## config.mk

```make
export PLATFORM = sky130hd
export DESIGN_NAME = alu_exec_unit
export DESIGN_NICKNAME = d
export VERILOG_FILES = /design/src/rtl/alu_pkg.sv /design/src/rtl/alu_muldiv.sv /design/src/rtl/alu_exec_unit.sv
export SDC_FILE = /design/constraint.sdc
export NUM_CORES = 2
export LEC_CHECK = 0
export CAP_MARGIN = 15
export CORE_ASPECT_RATIO = 1.4
export CORE_MARGIN = 1.5
export CORE_UTILIZATION = 55
export DETAILED_ROUTE_END_ITERATION = 16
export PLACE_DENSITY = 0.73
export SKIP_CTS_REPAIR_TIMING = 1
export SLEW_MARGIN = 40
export SYNTH_ARGS = -nofsm -noshare
export SYNTH_HDL_FRONTEND = slang
export SYNTH_SLANG_ARGS = --single-unit
```

## constraint.sdc

```tcl
create_clock -name clk -period 7.37 [get_ports clk]
set_input_delay 0.737 -clock clk [delete_from_list [all_inputs] [get_ports clk]]
set_output_delay 0.737 -clock clk [all_outputs]
set_load 0.02 [all_outputs]
```

## src/rtl/alu_pkg.sv

```systemverilog
// alu_pkg: control codes, funct codes, muldiv FSM states and the ALUOp/Funct decoder.
package alu_pkg;
   localparam logic [3:0] CTL_AND  = 4'b0000;
   localparam logic [3:0] CTL_OR   = 4'b0001;
   localparam logic [3:0] CTL_ADD  = 4'b0010;
   localparam logic [3:0] CTL_XOR  = 4'b0011;
   localparam logic [3:0] CTL_SUB  = 4'b0110;
   localparam logic [3:0] CTL_SLT  = 4'b0111;
   localparam logic [3:0] CTL_SLTU = 4'b1000;
   localparam logic [3:0] CTL_SLL  = 4'b1001;
   localparam logic [3:0] CTL_SRL  = 4'b1010;
   localparam logic [3:0] CTL_SRA  = 4'b1011;
   localparam logic [3:0] CTL_NOR  = 4'b1100;

   localparam logic [5:0] F_SLL   = 6'b000000;
   localparam logic [5:0] F_SRL   = 6'b000010;
   localparam logic [5:0] F_SRA   = 6'b000011;
   localparam logic [5:0] F_MFHI  = 6'b010000;
   localparam logic [5:0] F_MFLO  = 6'b010010;
   localparam logic [5:0] F_MULT  = 6'b011000;
   localparam logic [5:0] F_MULTU = 6'b011001;
   localparam logic [5:0] F_DIV   = 6'b011010;
   localparam logic [5:0] F_DIVU  = 6'b011011;
   localparam logic [5:0] F_ADD   = 6'b100000;
   localparam logic [5:0] F_ADDU  = 6'b100001;
   localparam logic [5:0] F_SUB   = 6'b100010;
   localparam logic [5:0] F_SUBU  = 6'b100011;
   localparam logic [5:0] F_AND   = 6'b100100;
   localparam logic [5:0] F_OR    = 6'b100101;
   localparam logic [5:0] F_XOR   = 6'b100110;
   localparam logic [5:0] F_NOR   = 6'b100111;
   localparam logic [5:0] F_SLT   = 6'b101010;
   localparam logic [5:0] F_SLTU  = 6'b101011;

   typedef enum logic [1:0] {IDLE, MUL, DIV, FIX} md_state_t;

   typedef struct packed {
      logic [3:0] ctrl;
      logic       is_muldiv;
      logic       is_signed;
      logic       is_div;
      logic       has_ovf;
      logic       illegal;
      logic       mfhi;
      logic       mflo;
   } dec_t;

   function automatic dec_t decode(input logic [1:0] alu_op, input logic [5:0] funct);
      dec_t d;
      d      = '0;
      d.ctrl = CTL_ADD;
      if (alu_op == 2'b01) d.ctrl = CTL_SUB;
      else if (alu_op == 2'b11) d.illegal = 1'b1;
      else if (alu_op == 2'b10)
         case (funct)
            F_ADD:   d.has_ovf = 1'b1;
            F_ADDU:  d.ctrl = CTL_ADD;
            F_SUB:   begin d.ctrl = CTL_SUB; d.has_ovf = 1'b1; end
            F_SUBU:  d.ctrl = CTL_SUB;
            F_AND:   d.ctrl = CTL_AND;
            F_OR:    d.ctrl = CTL_OR;
            F_XOR:   d.ctrl = CTL_XOR;
            F_NOR:   d.ctrl = CTL_NOR;
            F_SLT:   d.ctrl = CTL_SLT;
            F_SLTU:  d.ctrl = CTL_SLTU;
            F_SLL:   d.ctrl = CTL_SLL;
            F_SRL:   d.ctrl = CTL_SRL;
            F_SRA:   d.ctrl = CTL_SRA;
            F_MFHI:  d.mfhi = 1'b1;
            F_MFLO:  d.mflo = 1'b1;
            F_MULT:  begin d.is_muldiv = 1'b1; d.is_signed = 1'b1; end
            F_MULTU: d.is_muldiv = 1'b1;
            F_DIV:   begin d.is_muldiv = 1'b1; d.is_signed = 1'b1; d.is_div = 1'b1; end
            F_DIVU:  begin d.is_muldiv = 1'b1; d.is_div = 1'b1; end
            default: d.illegal = 1'b1;
         endcase
      return d;
   endfunction
endpackage

```

## src/rtl/alu_muldiv.sv

```systemverilog
// alu_muldiv: iterative shift-add multiply / restoring divide on magnitudes, signs fixed up in FIX.
module alu_muldiv import alu_pkg::*; #(
   parameter int WIDTH = 32
) (
   input  logic             clk,
   input  logic             reset,
   input  logic             start,
   input  logic             signed_i,
   input  logic             div_i,
   input  logic [WIDTH-1:0] a_i,
   input  logic [WIDTH-1:0] b_i,
   output logic             busy_o,
   output logic             done_o,
   output logic [WIDTH-1:0] hi_o,
   output logic [WIDTH-1:0] lo_o
);
   localparam int CW = $clog2(WIDTH);
   md_state_t          r_state, w_next;
   logic [CW-1:0]      r_cnt;
   logic [2*WIDTH-1:0] r_acc, w_mul_step, w_div_step, w_prod;
   logic [WIDTH-1:0]   r_m, r_a, r_hi, r_lo, w_ma, w_mb, w_hi, w_lo;
   logic [WIDTH:0]     w_add, w_trial;
   logic               r_neg_q, r_neg_r, r_bz, r_div;

   assign busy_o = r_state != IDLE;
   assign done_o = (r_state == FIX) & ~reset;
   assign hi_o   = r_hi;
   assign lo_o   = r_lo;

   always_comb begin
      w_next = r_state;
      if (r_state == IDLE && start) w_next = div_i ? DIV : MUL;
      else if ((r_state == MUL || r_state == DIV) && &r_cnt) w_next = FIX;
      else if (r_state == FIX) w_next = IDLE;
   end

   // r_acc holds {partial product hi, multiplier} for MUL and {remainder, quotient} for DIV
   always_comb begin
      w_ma       = (signed_i && a_i[WIDTH-1]) ? -a_i : a_i;
      w_mb       = (signed_i && b_i[WIDTH-1]) ? -b_i : b_i;
      w_add      = {1'b0, r_acc[2*WIDTH-1:WIDTH]} + {1'b0, r_acc[0] ? r_m : {WIDTH{1'b0}}};
      w_mul_step = {w_add, r_acc[WIDTH-1:1]};
      w_trial    = {r_acc[2*WIDTH-1:WIDTH], r_acc[WIDTH-1]} - {1'b0, r_m};
      w_div_step = w_trial[WIDTH] ? {r_acc[2*WIDTH-2:0], 1'b0} : {w_trial[WIDTH-1:0], r_acc[WIDTH-2:0], 1'b1};
      w_prod     = r_neg_q ? -r_acc : r_acc;
      w_lo       = !r_div ? w_prod[WIDTH-1:0] : r_bz ? {WIDTH{1'b1}} : r_neg_q ? -r_acc[WIDTH-1:0] : r_acc[WIDTH-1:0];
      w_hi       = !r_div ? w_prod[2*WIDTH-1:WIDTH] : r_bz ? r_a : r_neg_r ? -r_acc[2*WIDTH-1:WIDTH] : r_acc[2*WIDTH-1:WIDTH];
   end

   always_ff @(posedge clk) begin
      if (reset) begin
         r_state <= IDLE;
         r_cnt   <= '0;
         r_acc   <= '0;
         r_m     <= '0;
         r_a     <= '0;
         r_neg_q <= 1'b0;
         r_neg_r <= 1'b0;
         r_bz    <= 1'b0;
         r_div   <= 1'b0;
         r_hi    <= '0;
         r_lo    <= '0;
      end else begin
         r_state <= w_next;
         if (r_state == IDLE && start) begin
            r_cnt   <= '0;
            r_acc   <= {{WIDTH{1'b0}}, div_i ? w_ma : w_mb};
            r_m     <= div_i ? w_mb : w_ma;
            r_a     <= a_i;
            r_neg_q <= signed_i & (a_i[WIDTH-1] ^ b_i[WIDTH-1]);
            r_neg_r <= signed_i & a_i[WIDTH-1];
            r_bz    <= b_i == '0;
            r_div   <= div_i;
         end else if (r_state == MUL || r_state == DIV) begin
            r_acc <= r_state == MUL ? w_mul_step : w_div_step;
            r_cnt <= r_cnt + 1'b1;
         end else if (r_state == FIX) begin
            r_hi <= w_hi;
            r_lo <= w_lo;
         end
      end
   end
endmodule

```

## src/rtl/alu_exec_unit.sv

```systemverilog
// alu_exec_unit: execute-stage ALU with registered single-cycle results and an iterative HI/LO path.
module alu_exec_unit import alu_pkg::*; #(
   parameter int WIDTH = 32,
   parameter int SHW   = $clog2(WIDTH)
) (
   input  logic             clk,
   input  logic             reset,
   input  logic             valid_i,
   output logic             ready_o,
   input  logic [1:0]       alu_op_i,
   input  logic [5:0]       funct_i,
   input  logic [SHW-1:0]   shamt_i,
   input  logic [WIDTH-1:0] a_i,
   input  logic [WIDTH-1:0] b_i,
   output logic [WIDTH-1:0] result_o,
   output logic             result_valid_o,
   output logic             zero_o,
   output logic             overflow_o,
   output logic             illegal_o,
   output logic             hilo_done_o
);
   dec_t             w_dec;
   logic             w_acc, w_busy, w_ovf;
   logic [WIDTH-1:0] w_bp, w_sum, w_alu, w_res, w_hi, w_lo;
   logic [WIDTH-1:0] r_res;
   logic             r_rv, r_zero, r_ovf, r_ill;

   assign w_dec          = decode(alu_op_i, funct_i);
   assign ready_o        = ~w_busy;
   assign w_acc          = valid_i & ready_o;
   assign result_o       = r_res;
   assign result_valid_o = r_rv;
   assign zero_o         = r_zero;
   assign overflow_o     = r_ovf;
   assign illegal_o      = r_ill;

   always_comb begin
      w_bp = w_dec.ctrl == CTL_SUB ? ~b_i + 1'b1 : b_i;
      w_sum = a_i + w_bp;
      w_ovf = w_dec.has_ovf & (a_i[WIDTH-1] == w_bp[WIDTH-1]) & (w_sum[WIDTH-1] != a_i[WIDTH-1]);
      case (w_dec.ctrl)
         CTL_AND:  w_alu = a_i & b_i;
         CTL_OR:   w_alu = a_i | b_i;
         CTL_XOR:  w_alu = a_i ^ b_i;
         CTL_NOR:  w_alu = ~(a_i | b_i);
         CTL_SLT:  w_alu = WIDTH'($signed(a_i) < $signed(b_i));
         CTL_SLTU: w_alu = WIDTH'(a_i < b_i);
         CTL_SLL:  w_alu = b_i << shamt_i;
         CTL_SRL:  w_alu = b_i >> shamt_i;
         CTL_SRA:  w_alu = $signed(b_i) >>> shamt_i;
         default:  w_alu = w_sum;
      endcase
      w_res = w_dec.illegal ? '0 : w_dec.mfhi ? w_hi : w_dec.mflo ? w_lo : w_alu;
   end

   alu_muldiv #(.WIDTH(WIDTH)) u_muldiv (
      .clk      (clk),
      .reset    (reset),
      .start    (w_acc & w_dec.is_muldiv),
      .signed_i (w_dec.is_signed),
      .div_i    (w_dec.is_div),
      .a_i      (a_i),
      .b_i      (b_i),
      .busy_o   (w_busy),
      .done_o   (hilo_done_o),
      .hi_o     (w_hi),
      .lo_o     (w_lo)
   );

   always_ff @(posedge clk) begin
      if (reset) begin
         r_res  <= '0;
         r_rv   <= 1'b0;
         r_zero <= 1'b0;
         r_ovf  <= 1'b0;
         r_ill  <= 1'b0;
      end else begin
         r_rv  <= w_acc & ~w_dec.is_muldiv;
         r_ill <= w_acc & w_dec.illegal;
         if (w_acc && !w_dec.is_muldiv) begin
            r_res  <= w_res;
            r_zero <= w_res == '0;
            r_ovf  <= w_ovf;
         end
      end
   end
endmodule
```

Word level (Yosys, flattened, before mapping)
Cells that the tools add are included.
- register bits: 239
- output and inout bits: 38
- word-level logic and storage cells: 150
- $add $sub $neg: 10
- order comparisons: 2
- equal/unequal tests: 35
- shift-type cells: 3
- muxes and demuxes: 39
- bitwise logic cells: 20
- reduce and logical (&&, ||, !) cells: 24
- operators by type and width (kind ; count):
    2-to-1 mux 32 bit ; 17
    one-hot mux 32 bit (9 select lines) ; 1
    2-to-1 mux 64 bit ; 3
    negator 32 bit ; 4
    zero test 32 bit ; 2
    less-than comparator 32 bit ; 2
    negator 64 bit ; 1
    inverter 32 bit ; 2
    equality test 6 bit (second input constant) ; 10
    one-hot mux 4 bit (10 select lines) ; 1
    equality test 6 x 5 -> 1 bit (second input constant) ; 6
    adder 32 x 32 -> 33 bit ; 1
    subtractor 33 x 32 -> 33 bit ; 1
    adder 32 x 1 -> 32 bit (second input constant) ; 1
    adder 32 bit ; 1
    AND 32 bit ; 1
    OR 32 bit ; 1
    << shifter 32 x 5 -> 32 bit ; 1
    right shift 32 x 5 -> 32 bit ; 1
    >>> shifter 32 x 5 -> 32 bit ; 1
    bitwise XOR 32 bit ; 1
    equality test 4 bit (second input constant) ; 5
    OR reduction 19 bit ; 1
    equality test 6 x 2 -> 1 bit (second input constant) ; 2
    29 further kinds ; 66

Depth between registers and ports, before layout
- word-level depth: 14
- gate-level depth with buffers: 25

By module
Synthesis repeated with hierarchy kept, for this count alone.
- cell total of the unflattened synthesis: 3941
- area, all modules: 29433.2 µm²
- by module, submodules not included (module ; times used ; cells an instance ; area an instance (µm²) ; sequential area each (µm²)):
    alu_muldiv ; 1 ; 2233 ; 16417.0 ; 4063.9
    alu_exec_unit ; 1 ; 1708 ; 13016.2 ; 720.7

Worst setup path before layout
Ideal clock, no wire load.
- path type: input to register
- start point: input funct_i[0]
- end point: register r_zero, in the netlist zero_o
- setup time: 0.069 ns
- data arrival time: 6.525 ns
- setup slack: 0.776 ns
- stages: 25
- path buffers: 6
- path through: buf_6 or4_4 o311a_4 buf_6 or2_1 buf_6 clkbuf_1 clkbuf_1 and2_1 clkbuf_1 nand2_1 o21ai_0 fa_1 a211oi_1 o211ai_1 a221oi_1 a21oi_1 a221oi_1 o21ai_0 a21oi_1 xor2_1 a2bb2oi_1 or4b_1 or4_1 o21ai_1
- word-level cells in the longest chain between the ends: 14
- elaborated cells on any way between the ends: 52
- those cells by class: add/sub (1); eq/ne (27); mux (16); reduce/logical (8)
- ends and longest elaborated chain (element ; RTL line ; RTL):
    from (decl) ; alu_exec_unit.sv:11 ; input logic [5:0] funct_i,
    equality test 6 bit ; alu_pkg.sv:55 ; case (funct)
    OR reduction 2 bit (no source line) ; - ;
    one-hot mux 4 bit (10 select lines) ; alu_pkg.sv:55 ;
    2-to-1 mux 11 bit * ; alu_pkg.sv:54 ; else if (alu_op == 2'b10)
    2-to-1 mux 8 bit ; alu_pkg.sv:53 ; else if (alu_op == 2'b11) d.illegal = 1'b1;
    2-to-1 mux 4 bit ; alu_pkg.sv:52 ; if (alu_op == 2'b01) d.ctrl = CTL_SUB;
    equality test 4 x 3 -> 1 bit ; alu_exec_unit.sv:38 ; w_bp = w_dec.ctrl == CTL_SUB ? ~b_i + 1'b1 : b_i;
    2-to-1 mux 32 bit ; alu_exec_unit.sv:38 ;
    adder 32 bit ; alu_exec_unit.sv:39 ; w_sum = a_i + w_bp;
    one-hot mux 32 bit (9 select lines) ; alu_exec_unit.sv:41 ; case (w_dec.ctrl)
    2-to-1 mux 32 bit (3 in series) ; alu_exec_unit.sv:53 ; w_res = w_dec.illegal ? '0 : w_dec.mfhi ? w_hi : w_dec.mflo ? w_lo : w_alu;
    zero test 32 bit ; alu_exec_unit.sv:82 ; r_zero <= w_res == '0;
    to (signal assigned) ; alu_exec_unit.sv:74 ; r_zero <= 1'b0;
    to (signal assigned) ; alu_exec_unit.sv:82 ;
    to (decl) ; alu_exec_unit.sv:26 ; logic r_rv, r_zero, r_ovf, r_ill;
Every way passes the cells marked *; elsewhere a longest branch is shown, timed or not.
A chain may end at the register's enable or synchronous reset.

Worst setup path in the final report
- start point: input funct_i[3]
- end point: register r_zero, in the netlist zero_o
The elaborated chain is that of the path after synthesis.

==> reports/metrics.cfg <==
[sta]
tns_ns = 0
fmax_mhz = 149
worst_pin_slew_ns = 0.970
setup_viol = 0
clock_skew_ns = 0.0350
slew_violations = 0
worst_slew_margin_rel = 0.345
grt_setup_unrepaired = no
period_minus_slack_ns = 6.69
hold_viol_final = 0
holdWs_ns = 0.450
finalCritPeriodShare = 0.908

[grt]
grt_pass1_vias = 28361
grt_pass1_wl_um = 178000
grt-ovfl-total = 0
track_usage = 0.462
antenna_found_initial = 2
grt_max_degree = 98

[synthesis]
synth_flop_cell = dfxtp_1
yosysSeqAreaShare = 0.172
avgSynthCellArea_sq_um = 7.28
netlist_area_sq_um = 27800
yosysWarnings = 0
yosysTopAreaCell = dfxtp_1
ys_top_cells_by_area = dfxtp_1, ha_1, nand2_1
synth_seq_cells = 239
synth_enable_flop_cells = 0
synth.distinct_cells = 86
syn_inst = 3816
async_flop_share = 0
syn_nets = 4104
synth_top_area_share = 0.172

[cts]
path_clk_slew_ns = 0.07
numCtsBuffers = 25
root_buffer = clkbuf_16
worstSkewPairLatency_ns = 0.57
clockBufferDepth = 3
ctsHtreeMaxLevel = 1
cts_tree = yes
cts_sinks = 239

[cells_and_area]
drive_above_1_share = 0.0902
n_fill_cell = 4608
syn2layout_area_growth_pct = 10.1
final_nets = 4075
final_area_sq_um = 30600

[floorplan]
die_h_um = 269
die_w_um = 193
core_area_sq_um = 50000
io_pins = 118
die-area_sq_um = 51900
initial_core_util = 0.556
rows = 97

[power]
ir_worst_vdd_v = 0.000193
p_leak_nw = 11.6
powerDensity_nw_per_um2 = 139

[critical_path]
critPathArrivalTime_ns = 7.19
path_cells = clkdlybuf4s50_1, buf_4, nor2b_1, o211ai_1, o21bai_1, and2_1, buf_4, nand2_1, xnor2_1, ha_1, o211ai_1, o211ai_1, nand3_1, a311o_1, a21boi_0, a21oi_1, mux2i_1, a21oi_1, nor4_1, buf_4, or4_1, or4_1, o21ai_1
worstSetupPathType = input pin to register
crit_required_ns = 7.87
crit_path_end_kind = register
rr_worst_depth = 16
crit_path_start_kind = input pin
crit_path_max_fanout = 21
critical-path-max-stage-delay_ns = 0.56
crit_slowest_cell = and2_1

[detailed_routing]
post_drt_wl_per_cell_um = 27.4
wl_um = 122000
drtIter0Drc = 2712
viasPerCell = 6.79
ant_nets = 0
routed-via-count = 30195
first_pass_iters = 10
drc = 0

[worst_hold_path]
worst_hold_path_type = register to register
holdPathStages = 2

[status]
status = finished, final reports clean

[place]
dp.final_hpwl_um = 94600
port_buffers = 117
placedInstanceArea_sq_um = 29700
finalWeightedCongestion = 1.07

[run]
drv_cap = 0

-- Yosys cell counts, types with 8 or more instances --
library cell / instances
mux2i_1: 140
nand3_1: 66
o22ai_1: 41
o21bai_1: 11
nor4_1: 25
mux4_2: 66
nand2_1: 478
mux2_2: 27
or3_1: 39
and2_1: 15
xnor2_1: 172
o221ai_1: 15
o41ai_1: 15
a22oi_1: 14
xor2_1: 58
a21oi_1: 342
buf_2: 22
nand3b_1: 15
a221oi_1: 31
dfxtp_1: 239
a21o_1: 45
nand4b_1: 8
or2_2: 17
nand4_1: 18
a221o_1: 12
buf_1: 29
nor3_1: 67
and3_1: 26
ha_1: 205
a211o_1: 14
nor2b_1: 33
o21ai_0: 216
inv_1: 139
o31ai_1: 34
nand2b_1: 43
o211ai_1: 118
a211oi_1: 81
a2111oi_0: 14
nor2_1: 392
o21a_1: 28
or4_1: 23
clkbuf_1: 251
a31oi_1: 42
-- cells in the final DEF (no fill, tap or decap), types with 23 or more instances in the layout --
cell	synthesis	layout
xnor2_1	172	172
mux2_2	27	27
nand3_1	66	65
a221oi_1	31	31
or3_1	39	39
a21oi_1	342	340
o22ai_1	41	41
nand2b_1	43	42
o211ai_1	118	118
o31ai_1	34	33
nand2_1	478	478
nor4_1	25	24
xor2_1	58	58
mux4_2	66	66
buf_4	0	132
o21ai_0	216	215
dfxtp_1	239	239
nor2b_1	33	32
a21o_1	45	45
clkbuf_16	0	25
o21a_1	28	28
a211oi_1	81	79
nor3_1	67	62
and3_1	26	26
or4_1	23	23
inv_1	139	139
ha_1	205	202
mux2i_1	140	139
a31oi_1	42	41
clkdlybuf4s50_1	0	110
nor2_1	392	388
-- routing by layer --
metal | vias to the layer above | share of wire | track usage
li1 | 13833 | - | -
met4 | 0 | 0.12 | 0.452
met3 | 536 | 0.074 | 0.0682
met5 | - | 0 | 0
met1 | 14211 | 0.35 | 0.501
met2 | 1615 | 0.46 | 0.760
-- metrics by stage --
stage          total power (W)  setup slack, ns  utilization  std cells
2_1_floorplan          0.00229            0.776            -       3816
3_3_place_gp           0.00285            0.497        0.593       4402
3_5_place_dp           0.00286            0.463        0.594       4403
4_1_cts                0.00419             1.02        0.611       4447
5_1_grt                0.00438            0.383        0.612       4449
6_report               0.00425            0.680        0.612       4450
-- worst paths after layout --
path / startpoint / end / slack, ns
worst min register to register: u_muldiv.r_m[22]$_SDFFE_PP0P_ / u_muldiv.r_m[22]$_SDFFE_PP0P_ / 0.45
worst min-delay path: u_muldiv.r_m[22]$_SDFFE_PP0P_ / u_muldiv.r_m[22]$_SDFFE_PP0P_ / 0.45
worst max-delay path: funct_i[3] / zero_o$_SDFFE_PP0P_ / 0.68
worst max register to register: u_muldiv.r_acc[0]$_SDFFE_PP0P_ / u_muldiv.r_acc[62]$_SDFFE_PP0P_ / 2.40
-- area by class of cell --
class	instances	area [sq um]	area share
Inverter	143	537	0.0175
Timing Repair Buffer	249	2160	0.0706
Antenna cell	3	7.51	0.000245
Clock inverter	12	135	0.00442
Tap cell	643	805	0.0263
Sequential cell	239	4780	0.156
Multi-Input combinational cell	3129	21400	0.701
Clock buffer	32	722	0.0236
-- sequential cells by signal, indices dropped and copies added (netlist names), 2 cells and up --
register,count
u_muldiv.lo_o,32
u_muldiv.r_a,32
result_o,32
u_muldiv.r_cnt,5
u_muldiv.r_m,32
u_muldiv.r_state,2
u_muldiv.hi_o,32
u_muldiv.r_acc,64
-- kinds of logic after synthesis --
family                     count (synthesis)  share of synthesized area
buffers and inverters                    448                     0.0623
DFF                                      239                      0.172
AOI/OAI and AO/OA                       1163                      0.271
and+or+nand+nor                         1295                      0.213
muxes                                    233                      0.115
xor gates and xnor gates                 230                     0.0725
adders and majority gates                208                     0.0945
-- where the power goes --
group	total [W]	switching [W]	internal [W]
Clock	0.00135	0.000587	0.000766
Combinational	0.00156	0.000989	0.000567
Sequential	0.00134	0.0000246	0.00132
-- critical path, delay by kind of cell --
kind,cells,cell delay (ns)
mux,1,0.16
xor+xnor,1,0.12
compound gates,9,2.44
fa+ha+maj,1,0.39
buf+inv,4,1.09
simple gates,7,2.23
(Power assumes the default switching activity.)
